**src/rtl/alu_issue_stage.sv**
```systemverilog
// Decode/issue stage for the RV64I integer ALU: decodes ALU-class opcodes, reads operands
// from the register file and registers the operand/opcode bundle toward execute.

package alu_issue_pkg;
  typedef enum logic [3:0] {
    AluAdd  = 4'd0,
    AluSub  = 4'd1,
    AluSll  = 4'd2,
    AluSlt  = 4'd3,
    AluSltu = 4'd4,
    AluXor  = 4'd5,
    AluSrl  = 4'd6,
    AluSra  = 4'd7,
    AluOr   = 4'd8,
    AluAnd  = 4'd9,
    AluLui  = 4'd10,
    AluJal  = 4'd11
  } aluop_t;
endpackage

module alu_issue_stage
  import alu_issue_pkg::*;
#(
  parameter int unsigned XLEN = 64
) (
  input  logic            clk,
  input  logic            rst,
  input  logic            flush,
  input  logic            if_valid,
  output logic            if_ready,
  input  logic [XLEN-1:0] if_pc,
  input  logic [31:0]     if_inst,
  output logic [4:0]      rs1_addr,
  output logic [4:0]      rs2_addr,
  input  logic [XLEN-1:0] rs1_data,
  input  logic [XLEN-1:0] rs2_data,
  output logic            ex_valid,
  input  logic            ex_ready,
  output logic [XLEN-1:0] ex_a,
  output logic [XLEN-1:0] ex_b,
  output logic            ex_word32,
  output aluop_t          ex_aluop,
  output logic [4:0]      ex_rd,
  output logic            ex_wen,
  output logic [XLEN-1:0] ex_pc,
  output logic            ex_illegal
);

  localparam logic [6:0] OpcLui    = 7'b0110111;
  localparam logic [6:0] OpcAuipc  = 7'b0010111;
  localparam logic [6:0] OpcJal    = 7'b1101111;
  localparam logic [6:0] OpcJalr   = 7'b1100111;
  localparam logic [6:0] OpcOpImm  = 7'b0010011;
  localparam logic [6:0] OpcOp     = 7'b0110011;
  localparam logic [6:0] OpcOpImmW = 7'b0011011;
  localparam logic [6:0] OpcOpW    = 7'b0111011;

  logic [6:0]      opcode;
  logic [2:0]      funct3;
  logic [6:0]      funct7;
  logic [4:0]      rd;
  logic [XLEN-1:0] imm_i;
  logic [XLEN-1:0] imm_u;
  logic [XLEN-1:0] shamt6;
  logic [XLEN-1:0] shamt5;

  logic            fire;
  logic            legal;
  logic [XLEN-1:0] dec_a;
  logic [XLEN-1:0] dec_b;
  aluop_t          dec_op;
  logic            dec_w32;

  assign opcode   = if_inst[6:0];
  assign funct3   = if_inst[14:12];
  assign funct7   = if_inst[31:25];
  assign rd       = if_inst[11:7];
  assign rs1_addr = if_inst[19:15];
  assign rs2_addr = if_inst[24:20];

  assign imm_i  = {{(XLEN-12){if_inst[31]}}, if_inst[31:20]};
  assign imm_u  = {{(XLEN-32){if_inst[31]}}, if_inst[31:12], 12'b0};
  assign shamt6 = {{(XLEN-6){1'b0}}, if_inst[25:20]};
  assign shamt5 = {{(XLEN-5){1'b0}}, if_inst[24:20]};

  assign if_ready = (!ex_valid || ex_ready) && !flush;
  assign fire     = if_valid && if_ready;

  always_comb begin
    legal   = 1'b1;
    dec_a   = '0;
    dec_b   = '0;
    dec_op  = AluAdd;
    dec_w32 = 1'b0;
    case (opcode)
      OpcLui: begin
        dec_op = AluLui;
        dec_b  = imm_u;
      end
      OpcAuipc: begin
        dec_a = if_pc;
        dec_b = imm_u;
      end
      OpcJal, OpcJalr: begin
        dec_op = AluJal;
        dec_a  = if_pc;
      end
      OpcOpImm: begin
        dec_a = rs1_data;
        dec_b = imm_i;
        case (funct3)
          3'b000: dec_op = AluAdd;
          3'b010: dec_op = AluSlt;
          3'b011: dec_op = AluSltu;
          3'b100: dec_op = AluXor;
          3'b110: dec_op = AluOr;
          3'b111: dec_op = AluAnd;
          3'b001: begin
            dec_op = AluSll;
            dec_b  = shamt6;
            legal  = (if_inst[31:26] == 6'b000000);
          end
          default: begin  // 3'b101
            dec_op = if_inst[30] ? AluSra : AluSrl;
            dec_b  = shamt6;
            legal  = (if_inst[31] == 1'b0) && (if_inst[29:26] == 4'b0000);
          end
        endcase
      end
      OpcOp: begin
        dec_a = rs1_data;
        dec_b = rs2_data;
        // funct7 0x20 is only defined for SUB and SRA
        legal = (funct7 == 7'h00) ||
                ((funct7 == 7'h20) && ((funct3 == 3'b000) || (funct3 == 3'b101)));
        case (funct3)
          3'b000:  dec_op = if_inst[30] ? AluSub : AluAdd;
          3'b001:  dec_op = AluSll;
          3'b010:  dec_op = AluSlt;
          3'b011:  dec_op = AluSltu;
          3'b100:  dec_op = AluXor;
          3'b101:  dec_op = if_inst[30] ? AluSra : AluSrl;
          3'b110:  dec_op = AluOr;
          default: dec_op = AluAnd;
        endcase
      end
      OpcOpImmW: begin
        dec_a   = rs1_data;
        dec_w32 = 1'b1;
        case (funct3)
          3'b000: dec_b = imm_i;
          3'b001: begin
            dec_op = AluSll;
            dec_b  = shamt5;
            legal  = (funct7 == 7'h00);
          end
          3'b101: begin
            dec_op = if_inst[30] ? AluSra : AluSrl;
            dec_b  = shamt5;
            legal  = (funct7 == 7'h00) || (funct7 == 7'h20);
          end
          default: legal = 1'b0;
        endcase
      end
      OpcOpW: begin
        dec_a   = rs1_data;
        dec_b   = rs2_data;
        dec_w32 = 1'b1;
        case (funct3)
          3'b000: begin
            dec_op = if_inst[30] ? AluSub : AluAdd;
            legal  = (funct7 == 7'h00) || (funct7 == 7'h20);
          end
          3'b001: begin
            dec_op = AluSll;
            legal  = (funct7 == 7'h00);
          end
          3'b101: begin
            dec_op = if_inst[30] ? AluSra : AluSrl;
            legal  = (funct7 == 7'h00) || (funct7 == 7'h20);
          end
          default: legal = 1'b0;
        endcase
      end
      default: legal = 1'b0;
    endcase
    if (!legal) begin
      dec_a   = '0;
      dec_b   = '0;
      dec_op  = AluAdd;
      dec_w32 = 1'b0;
    end
  end

  always_ff @(posedge clk) begin
    if (rst) begin
      ex_valid   <= 1'b0;
      ex_a       <= '0;
      ex_b       <= '0;
      ex_word32  <= 1'b0;
      ex_aluop   <= AluAdd;
      ex_rd      <= '0;
      ex_wen     <= 1'b0;
      ex_pc      <= '0;
      ex_illegal <= 1'b0;
    end else if (flush) begin
      ex_valid <= 1'b0;
    end else if (fire) begin
      ex_valid   <= 1'b1;
      ex_a       <= dec_a;
      ex_b       <= dec_b;
      ex_word32  <= dec_w32;
      ex_aluop   <= dec_op;
      ex_rd      <= rd;
      ex_wen     <= legal && (rd != 5'd0);
      ex_pc      <= if_pc;
      ex_illegal <= !legal;
    end else if (ex_ready) begin
      ex_valid <= 1'b0;
    end
  end

endmodule

```
**config.mk**
```make
export PLATFORM = sky130hd
export DESIGN_NAME = alu_issue_stage
export DESIGN_NICKNAME = d
export VERILOG_FILES = /design/src/rtl/alu_issue_stage.sv
export SDC_FILE = /design/constraint.sdc
export NUM_CORES = 1
export LEC_CHECK = 0
export BUFFER_PORTS_ARGS = -buffer_cell sky130_fd_sc_hd__buf_2
export CAP_MARGIN = 40
export CORE_MARGIN = 5
export CORE_UTILIZATION = 25
export DETAILED_ROUTE_END_ITERATION = 7
export SYNTH_ARGS = -nofsm -noshare
export SYNTH_HDL_FRONTEND = slang
export SYNTH_SLANG_ARGS = --single-unit
export TNS_END_PERCENT = 10
```
**constraint.sdc**
```tcl
create_clock -name clk -period 1.8 [get_ports clk]
set_clock_uncertainty 0.05 [all_clocks]
set_input_delay 0.18 -clock clk [delete_from_list [all_inputs] [get_ports clk]]
set_output_delay 0.18 -clock clk [all_outputs]
set_load 0.1 [all_outputs]
```
==> results of run 1 <==
==> state kept, by name, indices dropped and copies added, names as in the netlist <==
| name | cells |
|---|---|
| ex_word32 | 1 |
| ex_pc | 64 |
| ex_b | 64 |
| ex_a | 64 |
| ex_illegal | 1 |
| ex_valid | 1 |
| ex_rd | 5 |
| ex_aluop | 4 |
| ex_wen | 1 |
==> metal layers <==
metal / vias up / GRT usage, %
li1: 4724 / -
met1: 4489 / 21.7
met2: 497 / 32.8
met3: 88 / 5.21
met4: 0 / 7.88
met5: - / 0
==> logic make-up (layout without fill, tap and decap cells) <==
group,Yosys count,after routing
compound gates,349,349
xor+xnor,1,1
buf+inv,94,779
flops,205,205
mux,1,1
other cells,0,1
simple gates,323,323
==> stage by stage <==
step / TNS (ns) / cell area (µm²) / setup WS (ns)
2_1_floorplan: -4.35 / 7990 / -0.0770
3_3_place_gp: -33.38 / 11100 / -0.302
3_5_place_dp: -40.29 / 11100 / -0.353
4_1_cts: 0 / 14000 / 0.0185
5_1_grt: -0.192 / 14100 / -0.0524
6_report: 0 / 14100 / 0.0545
==> cell type report <==
class / count / area [µm²]
tap: 402 / 503
fill: 3033 / 17500
sequential: 205 / 4110
clock buffer: 34 / 657
antenna: 1 / 2.50
multi-input combinational: 674 / 3510
timing repair buffer: 737 / 5180
clock inverter: 6 / 80.1
inverter: 2 / 7.51
==> worst paths after layout <==
kind              cells past startpoint  slack [ns]       start    endpoint
setup reg to reg                      7        0.24    ex_valid    ex_b[18]
hold reg to reg                       2        0.39     ex_a[5]     ex_a[5]
hold / removal                        2        0.02         rst  ex_illegal
setup / recovery                      9        0.05  if_inst[2]     ex_b[6]
==> what timing repair did <==
action	in CTS	in global routing
hold endpoints to repair	199	0
resized for setup	1	3
endpoints found under the setup margin	1	8
pin swaps	0	1
hold buffers	217	0
==> synthesized netlist by cell type (2+ instances only) <==
library cell  instances
o21ai_0              96
and2_1                2
and3_1                2
o21ai_2               2
buf_2                18
clkbuf_1             58
nor2b_1               3
a21oi_1             109
and4b_1               2
clkbuf_2              6
buf_4                10
o21ai_1              38
a221oi_1             19
nor3_1                4
a22oi_1              69
inv_1                 2
nor2_1               11
a32oi_1               6
nand2b_1              2
dfxtp_1             205
nand3_1               3
nor4bb_1              2
nor3b_1               5
o31ai_1               2
nand2_1             277
==> power by group <==
| part | switching, mW | internal [mW] | total, mW |
|---|---|---|---|
| logic | 1.22 | 0.735 | 1.95 |
| registers | 0.0368 | 4.61 | 4.65 |
| clock network | 1.86 | 2.80 | 4.66 |
==> flow_summary.yaml, run 1 <==
logic_synthesis:
  netlist_area_um2: 7970
  synth_edf_count: 0
  async_flop_share_pct: 0
  ys_seq_elements: 205
  yosys.area.top_type: "dfxtp_1"
  yosys.area_share.xor_xnor_pct: 0.110
  syn-num-nets: 1202
  synth_area_leaders: "dfxtp_1 (51%), nand2_1 (13%), a21oi_1 (6.8%), a22oi_1 (6.5%), o21ai_0 (6.0%)"
  synth_ff_type: "dfxtp_1"
  synth.mux.area_fraction_pct: 0.141
  synth_top_family_by_area: "compound AO/OA/AOI/OAI gates"
  synth_compound_area_share_pct: 26.1
  avgSynthCellArea_um2: 8.19
  synth_cell_types: 45
  yosysSeqAreaShare_pct: 51.5
  ys_warn_count: 0
  netlist_instances: 973
  synth_top_area_share_pct: 51.5
  synth_adder_area_share_pct: 0
  yosys.area_share.simple_pct: 16.9
clock_network:
  cts_buffers: 23
  path_clk_slew_ns: 0.06
  cts-root-buf: "clkbuf_16"
  cts_max_level: 1
  cts_tree: "yes"
  cts.sinks: 205
  clockBufferDepth: 3
  cts_setup_buffers: 0
  clkLatencyLatePin_ns: 0.50
global_routing:
  antenna_found_initial: 1
  grt_max_degree: 71
  grt_pass1_vias: 10300
  grt_pass1_wl_um: 54900
  overflow: 0
  grt_usage_pct: 18.8
floorplanning:
  fp.dieW_um: 189
  ioPinCount: 445
  die-area_um2: 35600
  core_um2: 31600
  start_util_pct: 25.3
  die-height_um: 189
  num_rows: 65
placed_design:
  port-buffer-count: 444
  dp_cells: 1803
  place_congestion: 0.826
  dp_hpwl_um: 24600
route:
  drt_iter0_drc: 420
  drt-met1-wl_um: 14000
  route.met3.wl_um: 3200
  highest_layer: "met4"
  wirelength_um: 35700
  met2_length_um: 17000
  postRouteAntennaNets: 0
  firstDrtPassIters: 4
  drc: 0
  routed_via_density: 4.75
  drt-wirelength-per-cell_um: 17.3
  dr_total_vias: 9798
worst_setup_path:
  cp_common_cell: "buf_4"
  crit_path_start_kind: "input pin"
  cp_top_family: "buffers and inverters"
  cp_max_fo: 6
  critPathCaptureType: "flip-flop"
  critical_path_buf_inv_count: 5
  arrival_ns: 2.13
  critPathSlowestCell: "dlygate4sd3_1"
  required_ns: 2.19
  path_class: "in -> reg"
  cpPeakStageDelay_ns: 0.56
  cp_cell_sequence: "buf_2, buf_4, or2_2, buf_4, nor4_4, buf_4, a22oi_1, dlygate4sd3_1, o21ai_1"
cells_and_area:
  fin_util_pct: 44.5
  fin_nets: 1872
  drive_gt1_share_pct: 34.5
  layoutNonFillerInstCount: 2061
  area_growth_pct: 76.3
  final_common_cell: "buf_2"
  layout_common_cells: "buf_2 (443), nand2_1 (277), dlygate4sd3_1 (217), dfxtp_1 (204), a21oi_1 (109)"
sta:
  hold_viol: 0
  fmax_ghz: 0.573
  slew_headroom_pct: 60.8
  rsz0062_at_grt: "yes"
  min_period_over_period_pct: 97.0
  setup_viol: 0
  holdWs_ns: 0.0193
  slew_violations: 0
  worstMarginPinSlew_ns: 0.592
  min_period_ns: 1.75
power:
  leakagePower_nw: 6.11
  power.density_nw_per_um2: 801
  fin_total_pwr_mw: 11.3
  ir_drop_uv: 625
job:
  drv_cap: 0
min_path:
  min_path_type: "in -> reg"
run_status:
  status: "finished, final reports clean"
(Power assumes the default switching activity.)
==> run 2, diff against run 1 <==
- CORE_AREA: unset -> 5 5 170 172
- CORE_MARGIN: 5 -> unset
- CORE_UTILIZATION: 25 -> unset
- DIE_AREA: unset -> 0 0 175 177
- REMOVE_ABC_BUFFERS: unset -> 1
==> run 2 against run 1 <==
Net effect: sequential cell count stayed put; wire length is 2.0% lower; clock power increased by 3%; critical path depth unchanged; die area fell by 13%; via count up 1.0%; final cell count fell by 2.8%; largest power group unchanged; highest routed layer unchanged.
==> flow_summary.yaml, run 2 (synthesis gave the netlist of run 1 again) <==
run_status:
  status: "finished, final reports clean"
worst_setup_path:
  path_class: "in -> reg"
  arrival_ns: 2.11
  cp_max_fo: 4
  cpPeakStageDelay_ns: 0.57
  required_ns: 2.19
  critPathSlowestCell: "dlygate4sd3_1"
  cp_common_cell: "buf_4"
  critPathCaptureType: "flip-flop"
  crit_path_start_kind: "input pin"
  cp_cell_sequence: "buf_2, buf_4, or2_4, buf_4, nor4_4, and2_4, a221oi_1, dlygate4sd3_1, o21ai_0"
global_routing:
  grt_pass1_wl_um: 54000
  grt_max_degree: 72
  overflow: 0
  antenna_found_initial: 0
  grt_pass1_vias: 10200
  grt_usage_pct: 21.3
power:
  combPwrFrac_pct: 16.9
  switching_share_pct: 28.2
  intPower_mw: 8.15
  clkPwrFrac_pct: 42.1
  ir_drop_uv: 776
  seq_power_share_pct: 40.9
  p_sw_mw: 3.21
  leakagePower_nw: 6.09
  power.density_nw_per_um2: 815
route:
  drt_iter0_drc: 559
  postRouteAntennaNets: 0
  dr_total_vias: 9899
  firstDrtPassIters: 5
  wirelength_um: 35000
  routed_via_density: 4.94
  drt-wirelength-per-cell_um: 17.5
  drc: 0
cells_and_area:
  reg_top3: "ex_a (64), ex_b (64), ex_pc (64)"
  final_common_cell: "buf_2"
  area_growth_pct: 74.8
  layoutNonFillerInstCount: 2003
  fin_nets: 1869
  drive_gt1_share_pct: 34.5
  n_antenna_cell: 0
  layout_common_cells: "buf_2 (443), nand2_1 (277), dlygate4sd3_1 (217), dfxtp_1 (205), a21oi_1 (109)"
placed_design:
  place_congestion: 0.841
  dp_hpwl_um: 23300
  dp_cells: 1740
  port-buffer-count: 444
floorplanning:
  ioPinCount: 445
  die-height_um: 177
  fp.dieW_um: 175
  start_util_pct: 29.2
  die-area_um2: 31000
  num_rows: 61
  core_um2: 27300
sta:
  min_period_over_period_pct: 95.8
  min_period_ns: 1.72
  setup_viol: 0
  fmax_ghz: 0.580
  slew_headroom_pct: 63.6
  rsz0062_at_grt: "no"
  worstMarginPinSlew_ns: 0.549
  slew_violations: 0
  hold_viol: 0
  setup-tns-final_ns: 0
clock_network:
  cts.sinks: 205
  clkLatencyLatePin_ns: 0.52
  cts-root-buf: "clkbuf_16"
  cts_tree: "yes"
  path_clk_slew_ns: 0.06
  clockBufferDepth: 3
  cts_max_level: 1
  cts_buffers: 24
min_path:
  min_path_type: "in -> reg"
job:
  drv_cap: 0
run 2: cell type report:
class / count / area [µm²]
clock buffer: 36 / 696
clock inverter: 7 / 82.6
fill: 2523 / 13400
inverter: 2 / 7.51
multi-input combinational: 674 / 3510
sequential: 205 / 4100
tap: 346 / 433
timing repair buffer: 733 / 5100
run 2: path summary, 6_finish.rpt:
kind / start / to / slack, ns / depth (start not counted)
hold reg to reg: ex_b[36] / ex_b[36] / 0.39 / 2
hold / removal: if_inst[25] / ex_b[25] / 0.02 / 3
setup reg to reg: ex_valid / ex_b[59] / 0.20 / 6
setup / recovery: if_inst[2] / ex_b[12] / 0.08 / 9
run 2: repair_timing:
action | CTS | global route
endpoints found under the setup margin | 0 | 81
hold buffers | 217 | 0
setup buffers | 0 | 3
gates resized for setup | 0 | 7
hold endpoints to repair | 200 | 0
run 2: power groups by stage:
stage	Combinational, mW	Clock [mW]	Sequential [mW]
finish	1.92	4.78	4.65
global placement	1.53	0	4.74
CTS	1.90	4.94	4.65
floorplan	0.263	0	5.28
detailed placement	1.53	0	4.75
global route	2.02	5.10	4.65
run 2: metal layers:
metal / share of wire, % / GRT usage [%]
met1: 38 / 23.7
met2: 47 / 37.3
met3: 9.4 / 6.64
met4: 5.1 / 9.89
met5: 0 / 0
run 2: worst max-delay path, delay by kind of cell:
kind                   cells  cell delay, ns
and+or+nand+nor            3            0.77
AOI/OAI and AO/OA          2            0.19
buffers and inverters      4            0.95
run 2: metrics by stage:
step	util, %	total power [mW]	worst slack, ns	hold WS [ns]	instance area (µm²)
after CTS	50.9	11.5	0.00730	0.00713	13900
after floorplan	-	5.55	-4.71	0.199	7560
after global routing	51.0	11.8	0.0297	0.0309	13900
after global placement	40.1	6.27	-0.346	0.335	10900
final	51.0	11.4	0.0756	0.0205	13900
after detailed placement	40.1	6.28	-0.400	0.340	10900
